### config.mk
export PLATFORM = sky130hd
export DESIGN_NAME = instruction_fetch_unit
export DESIGN_NICKNAME = d
export VERILOG_FILES = /design/src/rtl/instruction_fetch_unit_pkg.sv /design/src/rtl/instruction_fetch_unit_fifo.sv /design/src/rtl/instruction_fetch_unit.sv
export SDC_FILE = /design/constraint.sdc
export NUM_CORES = 1
export LEC_CHECK = 0
export ABC_AREA = 1
export CORE_ASPECT_RATIO = 0.75
export CORE_MARGIN = 1
export CORE_UTILIZATION = 50
export DETAILED_ROUTE_END_ITERATION = 10
export PLACE_DENSITY = 0.81
export SYNTH_ARGS = -nofsm -noshare
export SYNTH_HDL_FRONTEND = slang
export SYNTH_SLANG_ARGS = --single-unit
### constraint.sdc
create_clock -name clk -period 12.6 [get_ports clk]
set_input_delay 2.52 -clock clk [delete_from_list [all_inputs] [get_ports clk]]
set_output_delay 2.52 -clock clk [all_outputs]
set_load 0.02 [all_outputs]
### src/rtl/instruction_fetch_unit_pkg.sv
// Shared types and constants for the instruction fetch unit.
// Holds FSM states, the {pc,word} buffer entry and defaults.
package instruction_fetch_unit_pkg;

  typedef enum logic [1:0] {
    BOOT  = 2'd0,
    FETCH = 2'd1,
    FLUSH = 2'd2
  } fetch_state_e;

  typedef struct packed {
    logic [31:0] pc;
    logic [31:0] word;
  } fetch_entry_t;

  localparam logic [31:0] DEF_RESET_PC = 32'h0000_0000;
  localparam logic [31:0] INST_NOP     = 32'h0000_0013;

  function automatic logic [31:0] align_word(
    input logic [31:0] a
  );
    return a & ~32'h3;
  endfunction

endpackage

### src/rtl/instruction_fetch_unit_fifo.sv
// Small instruction buffer of {pc,word} entries with flush.
// Ports: clk, reset (async high), push/push_data, pop,
//   flush (clears all entries), head (oldest entry), count.
module instruction_fetch_unit_fifo
  import instruction_fetch_unit_pkg::*;
#(
  parameter int DEPTH = 2,
  localparam int AW = $clog2(DEPTH),
  localparam int CW = $clog2(DEPTH) + 1
) (
  input  logic         clk,
  input  logic         reset,
  input  logic         push,
  input  fetch_entry_t push_data,
  input  logic         pop,
  input  logic         flush,
  output fetch_entry_t head,
  output logic [CW-1:0] count
);

  fetch_entry_t    mem [DEPTH];
  logic [AW-1:0]   wr_ptr;
  logic [AW-1:0]   rd_ptr;
  logic            full;
  logic            do_push;
  logic            do_pop;

  assign full    = (count == CW'(DEPTH));
  assign do_push = push && !full;
  assign do_pop  = pop && (count != '0);
  assign head    = mem[rd_ptr];

  always_ff @(posedge clk or posedge reset) begin
    if (reset) begin
      wr_ptr <= '0;
      rd_ptr <= '0;
      count  <= '0;
      for (int i = 0; i < DEPTH; i++) begin
        mem[i] <= '0;
      end
    end else if (flush) begin
      wr_ptr <= '0;
      rd_ptr <= '0;
      count  <= '0;
    end else begin
      if (do_push) begin
        mem[wr_ptr] <= push_data;
        wr_ptr      <= wr_ptr + 1'b1;
      end
      if (do_pop) begin
        rd_ptr <= rd_ptr + 1'b1;
      end
      count <= count + CW'(do_push) - CW'(do_pop);
    end
  end

endmodule

### src/rtl/instruction_fetch_unit.sv
// Instruction fetch: owns the PC, issues sync imem reads,
// buffers responses and hands {word,pc} to decode.
// Ports: clk, reset (async high); imem_addr/imem_req out,
//   imem_rdata in; redirect_valid/redirect_pc in;
//   inst_valid/inst_data/inst_pc out, inst_ready in.
module instruction_fetch_unit
  import instruction_fetch_unit_pkg::*;
#(
  parameter logic [31:0] RESET_PC   = DEF_RESET_PC,
  parameter int          FIFO_DEPTH = 2
) (
  input  logic        clk,
  input  logic        reset,
  output logic [31:0] imem_addr,
  output logic        imem_req,
  input  logic [31:0] imem_rdata,
  input  logic        redirect_valid,
  input  logic [31:0] redirect_pc,
  output logic        inst_valid,
  input  logic        inst_ready,
  output logic [31:0] inst_data,
  output logic [31:0] inst_pc
);

  localparam int CW = $clog2(FIFO_DEPTH) + 1;

  fetch_state_e  state;
  logic [31:0]   pc;
  logic [31:0]   resp_pc;
  logic          inflight;
  logic [CW-1:0] count;
  logic [CW:0]   used;
  logic          pop;
  logic          active;
  logic          issue;
  fetch_entry_t  push_data;
  fetch_entry_t  head;

  assign pop    = inst_valid && inst_ready;
  assign active = (state == FETCH) || (state == FLUSH);

  // Slots claimed after this cycle's pop; an issue is
  // only allowed when its response is sure to fit.
  assign used  = {1'b0, count}
               + (CW+1)'(inflight)
               - (CW+1)'(pop);
  assign issue = active
              && (used < (CW+1)'(FIFO_DEPTH));

  assign imem_req  = issue;
  assign imem_addr = pc;

  assign push_data.pc   = resp_pc;
  assign push_data.word = imem_rdata;

  assign inst_valid = (count != '0);
  assign inst_pc    = head.pc;
  assign inst_data  = head.word;

  always_ff @(posedge clk or posedge reset) begin
    if (reset) begin
      state    <= BOOT;
      pc       <= RESET_PC;
      resp_pc  <= '0;
      inflight <= 1'b0;
    end else begin
      // A redirect kills the request issued this cycle,
      // so its response is never pushed.
      inflight <= issue && !redirect_valid;
      if (issue) begin
        resp_pc <= pc;
      end
      unique case (state)
        BOOT:  state <= FETCH;
        FETCH,
        FLUSH: state <= redirect_valid ? FLUSH : FETCH;
        default: state <= BOOT;
      endcase
      if (redirect_valid) begin
        pc <= align_word(redirect_pc);
      end else if (issue) begin
        pc <= pc + 32'd4;
      end
    end
  end

  instruction_fetch_unit_fifo #(
    .DEPTH (FIFO_DEPTH)
  ) u_fifo (
    .clk       (clk),
    .reset     (reset),
    .push      (inflight),
    .push_data (push_data),
    .pop       (pop),
    .flush     (redirect_valid),
    .head      (head),
    .count     (count)
  );

endmodule

==> results of run 1 <==
==> flip-flops by register name, summed over array words and instances (netlist names) <==
name / cells
u_fifo.wr_ptr: 1
u_fifo.rd_ptr: 1
u_fifo.count: 2
state: 2
imem_addr: 30
u_fifo.mem: 124
inflight: 1
resp_pc: 30
==> per-layer routing <==
| layer | wire length [um] | global-route usage | vias up |
|---|---|---|---|
| met5 | 0 | 0 | - |
| li1 | - | - | 3872 |
| met1 | 10750 | 0.3761 | 3631 |
| met2 | 9218 | 0.3555 | 278 |
| met3 | 1628 | 0.05022 | 16 |
| met4 | 218 | 0.05950 | 0 |
==> cell families after synthesis <==
logic type	Yosys count	share of synthesized area
DFF	191	0.5239
buffers and inverters	188	0.09409
and+or+nand+nor	574	0.2539
adders and majority gates	7	0.01042
other	1	0.0004111
AOI/OAI and AO/OA	199	0.1115
xor gates and xnor gates	6	0.005760
==> worst register-to-register path, delay by kind of cell (launching register included) <==
family / cells / cell delay (ns)
AND/OR/NAND/NOR: 8 / 1.82
adder cells (fa/ha/maj): 2 / 0.80
buffers and inverters: 4 / 0.62
flip-flops: 1 / 0.46
==> layout make-up <==
class                      instances  area share
tap                              242     0.02677
timing repair buffer             165      0.1447
clock inverter                    14     0.01394
multi-input combinational        790      0.3091
clock buffer                      18     0.03883
inverter                         130     0.04403
sequential                       191      0.4227
==> power breakdown <==
group          switching, mW  internal, mW
registers              0.193         0.875
logic                  0.835         0.541
clock network          0.242         0.301
==> layout by cell type, fill, tap and decap left out, types with 2 or more instances in the layout <==
master,Yosys,layout
buf_4,5,6
a21oi_1,7,7
xnor2_1,2,2
conb_1,1,4
inv_2,4,4
nor2_1,38,38
clkinvlp_4,0,5
nand2_4,4,4
o21ai_0,140,140
nand2_1,477,477
o211ai_1,4,4
o21ai_1,44,44
xor2_1,4,4
inv_6,0,4
clkinv_4,1,3
nor2_2,5,5
clkdlybuf4s50_1,0,159
o21bai_1,3,3
nand2_2,4,4
dfrtp_1,191,190
inv_1,125,124
ha_1,6,6
bufinv_16,0,2
nand3_1,39,39
clkbuf_16,0,17
==> cell usage after synthesis, types with 2 or more instances <==
cell and n:
buf_4 5, o211ai_1 4, nand2_4 4, nor2_2 5, buf_6 14, buf_2 9
nand2_2 4, inv_1 125, inv_2 4, nand3_1 39, nand2_1 477, xnor2_1 2
o21ai_1 44, xor2_1 4, nor2_1 38, clkbuf_1 28, o21bai_1 3, ha_1 6
o21ai_0 140, a21oi_1 7, dfrtp_1 191
==> stage by stage <==
step                cell area (um^2)  hold WS, ns  utilization
finish                         11310       0.4838       0.6368
global placement               10710       0.4650       0.6032
CTS                            11310       0.4888       0.6368
global route                   11310       0.4997       0.6368
floorplan                       9134       0.4529            -
detailed placement             10710       0.4722       0.6032
==> worst paths after layout <==
kind	slack, ns	to
setup / recovery	5.15	imem_req
max in group asynchronous	8.35	u_fifo.mem[3]$_DFFE_PP0P_
hold reg to reg	0.48	resp_pc[21]$_DFFE_PP0P_
setup reg to reg	8.79	imem_addr[12]$_DFFE_PP0P_
min in group asynchronous	2.71	u_fifo.mem[94]$_DFFE_PP0P_
hold / removal	0.48	resp_pc[21]$_DFFE_PP0P_
==> results.toml, run 1 <==
[clock_tree]
cts_tree = "built"
post_cts_resized = 0
clockBufferDepth = 2
postCtsHoldBufs = 0
cts-root-buf = "clkbuf_16"
cts_setup_buffers = 0
cts.clk_slew.worst_paths_ns = 0.07
htreeDepth = 4
clock_sinks = 191
clk_latency_ns = 0.43
numCtsBuffers = 17

[setup_path]
crit_cells = 10
slowest_delay_ns = 0.64
critPathMaxFanout = 7
crit_slowest_cell = "clkdlybuf4s50_1"
arrival_ns = 4.93
crit_path_end_kind = "output pin"
rr_worst_depth = 14
crit_type = "input port to output pin"
cp-startpoint = "inst_ready"
crit_family = "buffers and inverters"
crit_chain = "clkdlybuf4s50_1 -> nand2_1 -> inv_1 -> ha_1 -> inv_1 -> nand2_1 -> fa_1 -> nand2_2 -> nor2_8 -> clkdlybuf4s50_1"
cp_data_required_time_ns = 10.08
path_buf_inv = 4
startpoint_type = "input port"
reg2reg_from = "u_fifo.count[1]$_DFF_PP0_"

[power_and_ir_drop]
power.total_mw = 2.988
worst_ir_drop_vdd_mv = 0.1720
p_leak_nw = 5.559
power_density_nw_per_um2 = 264.1

[worst_hold_path]
whs_path_depth = 2
worstHoldStart = "resp_pc[21]$_DFFE_PP0P_"
hp-class = "flop to flop"

[floorplan]
die_x_um = 158.0
rows = 42
core_um2 = 17760
io_pins = 166
design.die.area_um2 = 18800
start_util = 0.5136
die_y_um = 119.0

[final_layout]
drive_above_1_share = 0.04817
stdcell_count = 1550
nFillCells = 1499
diodes = 0
syn2layout_area_growth_pct = 23.99
regArea_um2 = 4781
multi_input_area_um2 = 3496
nets = 1370

[status]
status = "finished, final reports clean"

[timing]
worst_slew_margin_rel = 0.3030
fin_skew_ns = 0.01121
max_freq_mhz = 134.3
fin_crit_ns = 7.448
hold_viol = 0
rsz0062_at_grt = "no"
fin_crit_sh = 0.5911
setup_viol = 0
finalMaxSlewViolations = 0
tightest_slew_ns = 1.045
setup_tns_ns = 0
finalWorstSetupSlack_ns = 5.152

[synthesis]
ys_async_sr_fraction = 1.000
synth.cell_area_um2 = 9122
synth_top_area_cell = "dfrtp_1"
ys_seq_area_frac = 0.5239
netlist.area_leader.share = 0.5239
synth-edff-count = 0
yosysUniqueCellTypes = 34
syn_inst = 1166
synth-seq-cells = 191
synth_warnings = 0
syn_area_per_cell_um2 = 7.824
ys.flop_type = "dfrtp_1"
synthTopCellsByArea = "dfrtp_1 52%, nand2_1 20%, o21ai_0 7.7%, inv_1 5.1%, o21ai_1 2.4%"

[route]
drc = 0
wl_per_cell_um = 14.07
first_iter_violations = 650
wirelength_um = 21810
drtAntennaViolNets = 0
vias = 7797
drt-pass1-iter-count = 6
vias_per_cell = 5.030

[placed_design]
place_congestion = 0.8692
dpl.hpwl_um = 14350
io_buffers = 159
place_inst = 1518
dp_slack_ns = 5.161

[global_routing]
grt_first_pass_wirelength_um = 36030
gr-usage-all-layers = 0.2457
grt_pass1_vias = 7208
grt_start_max_net_pins = 118
antenna_found_initial = 0
grt-ovfl-total = 0

[flow_run]
cap_violations = 0
Note: power is estimated with default switching activity, not from simulation.
==> run 2, diff against run 1 <==
clock period = 6.9 ns   (was 12.6 ns; I/O delays follow)
==> run 2 against run 1 <==
Net effect:
- clock power is 79% higher
- wire length is 0.21% lower
- core utilization is 0.063 points lower
- total power is 82% higher
- largest cell class unchanged
- global-route usage is 0.14 points lower
- non-clock buffer count is 1 higher
- largest power group unchanged
- highest routed layer unchanged
- die area stayed put
- sequential share of layout area hardly changed
- critical path type unchanged
- combinational power is 82% higher
==> results.toml, run 2 (synthesis results as in run 1) <==
[final_layout]
regMostFlops = "u_fifo.mem"
diodes = 0
design_area_um2 = 11300
layout_common_cells = "477 x nand2_1, 190 x dfrtp_1, 159 x clkdlybuf4s50_1"
nets = 1371
syn2layout_area_growth_pct = 23.87
final_common_cell = "nand2_1"
largest_register_ffs = 124
drive_above_1_share = 0.04889

[global_routing]
grt_start_max_net_pins = 86
grt_pass1_vias = 7144
gr-usage-all-layers = 0.2443
grt-ovfl-total = 0
antenna_found_initial = 0
grt_first_pass_wirelength_um = 35880

[timing]
hold_viol = 0
max_freq_mhz = 194.4
fin_crit_ns = 5.144
setup_viol = 0
fin_skew_ns = 0.01222
fin_crit_sh = 0.7454
finalWorstSetupSlack_ns = 1.756
setup_tns_ns = 0
rsz0062_at_grt = "no"
worst_slew_margin_rel = 0.4650
finalMaxSlewViolations = 0
tightest_slew_ns = 0.8018

[setup_path]
cp-startpoint = "inst_ready"
cp_data_required_time_ns = 5.52
crit_type = "input port to output pin"
crit_path_end_kind = "output pin"
regToRegSetupSlack_ns = 3.12
critPathMaxFanout = 7
slowest_delay_ns = 0.62
crit_chain = "clkdlybuf4s50_1 -> nand2_1 -> inv_1 -> ha_1 -> inv_1 -> nand2_1 -> fa_1 -> nand2_4 -> nand2_4 -> nor2_8 -> clkdlybuf4s50_1"
rr_worst_depth = 14
crit_cells = 11
startpoint_type = "input port"
crit_family = "buffers and inverters"
crit_slowest_cell = "clkdlybuf4s50_1"
arrival_ns = 3.76
path_buf_inv = 4
reg2reg_from = "u_fifo.count[1]$_DFF_PP0_"
timing.rr.end = "imem_addr[4]$_DFFE_PP0P_"
crit_end = "imem_req"

[floorplan]
start_util = 0.5136
die_x_um = 158.0
core_um2 = 17760
io_pins = 166
die_y_um = 119.0
design.die.area_um2 = 18800
rows = 42

[clock_tree]
numCtsBuffers = 17
postCtsHoldBufs = 0
cts_tree = "built"
cts.clk_slew.worst_paths_ns = 0.07
clk_latency_ns = 0.43
clockBufferDepth = 2
cts_setup_buffers = 0
cts-root-buf = "clkbuf_16"
htreeDepth = 4
post_cts_resized = 0
clock_sinks = 191

[placed_design]
place_congestion = 0.8943
io_buffers = 159
place_area_um2 = 10720
dp_slack_ns = 1.767
dpl.hpwl_um = 14390

[power_and_ir_drop]
power.total_mw = 5.428
power_density_nw_per_um2 = 480.4
worst_ir_drop_vdd_mv = 0.2439
p_leak_nw = 5.557

[status]
status = "finished, final reports clean"

[route]
drc = 0
wl_per_cell_um = 14.03
wirelength_um = 21770
first_iter_violations = 670
drt-pass1-iter-count = 5
vias_per_cell = 4.977
drtAntennaViolNets = 0
vias = 7719

[worst_hold_path]
hp-class = "flop to flop"

[flow_run]
cap_violations = 0
-- run 2: cell count changes in the layout (fill, tap and decap cells not counted) --
| cell | before | now |
|---|---|---|
| inv_8 | 1 | 4 |
| buf_4 | 6 | 7 |
| bufinv_16 | 2 | 1 |
| clkbuf_8 | 1 | 0 |
| inv_6 | 4 | 3 |
-- run 2: where the power goes --
part,switching (mW),total (mW),internal (mW),leakage (nW)
combinational,1.52,2.51,0.988,2.83
clock,0.460,0.970,0.510,0.270
sequential,0.352,1.95,1.60,2.46
total,2.33,5.43,3.10,5.56
-- run 2: worst reg2reg max path, cell delays in order (launching register included) --
cell	delay (ns)
dfrtp_1	0.47
inv_2	0.14
nand2_1	0.08
nand2_1	0.10
inv_1	0.07
ha_1	0.27
inv_1	0.07
nand2_1	0.06
fa_1	0.53
nand2_1	0.06
nand3b_4	0.52
nand2_1	0.74
inv_1	0.30
nand2_1	0.14
o211ai_1	0.11
-- run 2: cell type report --
cell class	count	area, um^2
Fill cell	1535	6462
Timing Repair Buffer	166	1644
Multi-Input combinational cell	790	3496
Clock buffer	17	425.4
Clock inverter	15	152.6
Tap cell	242	302.8
Inverter	130	498.0
Sequential cell	191	4781
-- run 2: how the worst min path moves through the flow --
stage / from / slack, ns / to / cells after the start
5_1_grt: u_fifo.mem[121]$_DFFE_PP0P_ / 0.50 / u_fifo.mem[121]$_DFFE_PP0P_ / 2
3_3_place_gp: u_fifo.mem[16]$_DFFE_PP0P_ / 0.47 / u_fifo.mem[16]$_DFFE_PP0P_ / 2
3_5_place_dp: u_fifo.mem[57]$_DFFE_PP0P_ / 0.47 / u_fifo.mem[57]$_DFFE_PP0P_ / 2
6_report: u_fifo.mem[116]$_DFFE_PP0P_ / 0.49 / u_fifo.mem[116]$_DFFE_PP0P_ / 2
4_1_cts: u_fifo.mem[44]$_DFFE_PP0P_ / 0.49 / u_fifo.mem[44]$_DFFE_PP0P_ / 2
2_1_floorplan: u_fifo.mem[36]$_DFFE_PP0P_ / 0.45 / u_fifo.mem[36]$_DFFE_PP0P_ / 2
-- run 2: layer usage --
metal,up-vias,wire [um],GRT usage,part of all wire
met5,-,0,0,0
met4,0,199,0.04567,0.0091
met3,22,1767,0.05822,0.081
met2,294,9303,0.3505,0.43
met1,3538,10500,0.3766,0.48
li1,3865,-,-,-
-- run 2: stage by stage --
step | util | cells | hold WS (ns)
final | 0.6362 | 1551 | 0.4870
after global routing | 0.6362 | 1551 | 0.5009
after CTS | 0.6362 | 1551 | 0.4906
after detailed placement | 0.6036 | 1519 | 0.4727
after global placement | 0.6036 | 1519 | 0.4654
after floorplan | - | 1169 | 0.4529
==> run 3, diff against run 2 <==
clock period = 5.35 ns   (was 6.9 ns; I/O delays follow)
==> run 3 against run 2 <==
Net effect:
- critical path depth shrank 1
- total power grew 29%
- via count grew 0.57%
- largest power group unchanged
==> results.toml, run 3 (synthesis results as in run 1) <==
[global_routing]
grt_start_max_net_pins = 86
gr-usage-all-layers = 0.2399
grt_first_pass_wirelength_um = 35180
antenna_found_initial = 0
grt-ovfl-total = 0
grt_pass1_vias = 7052

[timing]
fin_skew_ns = 0.008539
finalMaxSlewViolations = 0
fin_crit_ns = 4.570
max_freq_mhz = 218.8
rsz0062_at_grt = "no"
tightest_slew_ns = 1.019
fin_crit_sh = 0.8543
setup_viol = 0
worst_slew_margin_rel = 0.3191
setup_tns_ns = 0
hold_viol = 0
hold-worst-slack_ns = 0.4843

[final_layout]
drive_above_1_share = 0.04878
diodes = 0
largest_register_ffs = 124
regMostFlops = "u_fifo.mem"
layout_common_cells = "477 x nand2_1, 190 x dfrtp_1, 159 x clkdlybuf4s50_1"
nets = 1374
nFillCells = 1548
final_common_cell = "nand2_1"
syn2layout_area_growth_pct = 24.29

[clock_tree]
cts-root-buf = "clkbuf_16"
htreeDepth = 4
post_cts_resized = 0
clockBufferDepth = 2
cts_tree = "built"
cts.clk_slew.worst_paths_ns = 0.07
cts_setup_buffers = 0
numCtsBuffers = 17
postCtsHoldBufs = 0
clk_latency_ns = 0.43
clock_sinks = 191

[floorplan]
die_y_um = 119.0
io_pins = 166
start_util = 0.5136
design.die.area_um2 = 18800
die_x_um = 158.0
rows = 42
core_um2 = 17760

[power_and_ir_drop]
combPwrFrac = 0.464
power_density_nw_per_um2 = 619.5
seq_power_share = 0.359
swShare = 0.4231
switching_power_mw = 2.972
p_int_mw = 4.052
worst_ir_drop_vdd_mv = 0.4052
clkPwrFrac = 0.176
p_leak_nw = 5.580

[route]
wl_per_cell_um = 13.91
first_iter_violations = 687
vias_per_cell = 4.995
drt-pass1-iter-count = 5
drtAntennaViolNets = 0
drc = 0
vias = 7763
wirelength_um = 21610

[setup_path]
crit_type = "input port to output pin"
rr_worst_depth = 16
crit_end = "imem_req"
crit_cells = 10
critPathMaxFanout = 7
crit_family = "buffers and inverters"
cp_data_required_time_ns = 4.28
crit_chain = "clkdlybuf4s50_1 -> nand2_1 -> inv_1 -> ha_1 -> inv_1 -> nand2_1 -> fa_1 -> nand2_2 -> nor2_8 -> clkdlybuf4s50_1"
slowest_delay_ns = 0.62
timing.rr.end = "imem_addr[11]$_DFFE_PP0P_"
regToRegSetupSlack_ns = 1.82
crit_slowest_cell = "clkdlybuf4s50_1"
crit_path_end_kind = "output pin"
path_buf_inv = 4
arrival_ns = 3.50
startpoint_type = "input port"
cp-startpoint = "inst_ready"
reg2reg_from = "u_fifo.count[1]$_DFF_PP0_"

[worst_hold_path]
worstHoldStart = "u_fifo.mem[49]$_DFFE_PP0P_"
hp-class = "flop to flop"

[placed_design]
io_buffers = 159
dpl.hpwl_um = 14760
place_congestion = 0.9103

[status]
status = "finished, final reports clean"

[flow_run]
cap_violations = 0
[run 3: cell count changes in the layout (fill, tap and decap cells not counted)]
| cell | change |
|---|---|
| clkinv_2 | +2 |
| buf_4 | +1 |
| bufinv_16 | +1 |
| buf_12 | +2 |
| clkbuf_1 | +3 |
| clkinvlp_4 | -2 |
| inv_8 | -4 |
[run 3: worst min-delay path by stage]
| stage | depth (start not counted) | end |
|---|---|---|
| 2_1_floorplan | 2 | u_fifo.mem[36]$_DFFE_PP0P_ |
| 3_3_place_gp | 2 | u_fifo.mem[48]$_DFFE_PP0P_ |
| 3_5_place_dp | 2 | u_fifo.mem[1]$_DFFE_PP0P_ |
| 4_1_cts | 2 | u_fifo.mem[125]$_DFFE_PP0P_ |
| 5_1_grt | 2 | u_fifo.mem[46]$_DFFE_PP0P_ |
| 6_report | 2 | u_fifo.mem[49]$_DFFE_PP0P_ |
[run 3: worst register-to-register path, delay by kind of cell, from the launching register on]
family	cells	cell delay, ns
buf+inv	6	1.10
simple gates	7	0.92
fa+ha+maj	2	0.77
flops	1	0.45
compound gates	1	0.22
[run 3: per-stage QoR]
stage	instances	power, mW	setup WS [ns]	utilization	cell area (um^2)
after global placement	1522	5.674	0.8642	0.6062	10770
after floorplan	1169	4.549	1.818	-	9138
after CTS	1554	7.057	0.7789	0.6383	11340
final	1554	7.025	0.7797	0.6383	11340
after detailed placement	1522	5.784	0.8107	0.6062	10770
after global routing	1554	7.535	0.6673	0.6383	11340
[run 3: power groups by stage]
stage,Sequential (mW),Combinational (mW),Clock (mW)
finish,2.53,3.26,1.24
global route,2.60,3.62,1.32
floorplan,2.53,2.02,0
global placement,2.51,3.17,0
CTS,2.51,3.28,1.26
detailed placement,2.53,3.26,0
[run 3: layout make-up]
type	count	area, um^2	share of cell area
clock buffer	20	436.7	0.03851
clock inverter	12	133.9	0.01181
inverter	130	496.7	0.04381
multi-input combinational	790	3496	0.3083
sequential	191	4781	0.4217
tap	242	302.8	0.02670
timing repair buffer	169	1692	0.1492
[run 3: metal layers]
| layer | vias up | wire length (um) | global-route usage |
|---|---|---|---|
| met5 | - | 0 | 0 |
| met4 | 0 | 122 | 0.04868 |
| met3 | 9 | 1578 | 0.05204 |
| met2 | 276 | 9317 | 0.3466 |
| met1 | 3610 | 10590 | 0.3692 |
| li1 | 3868 | - | - |
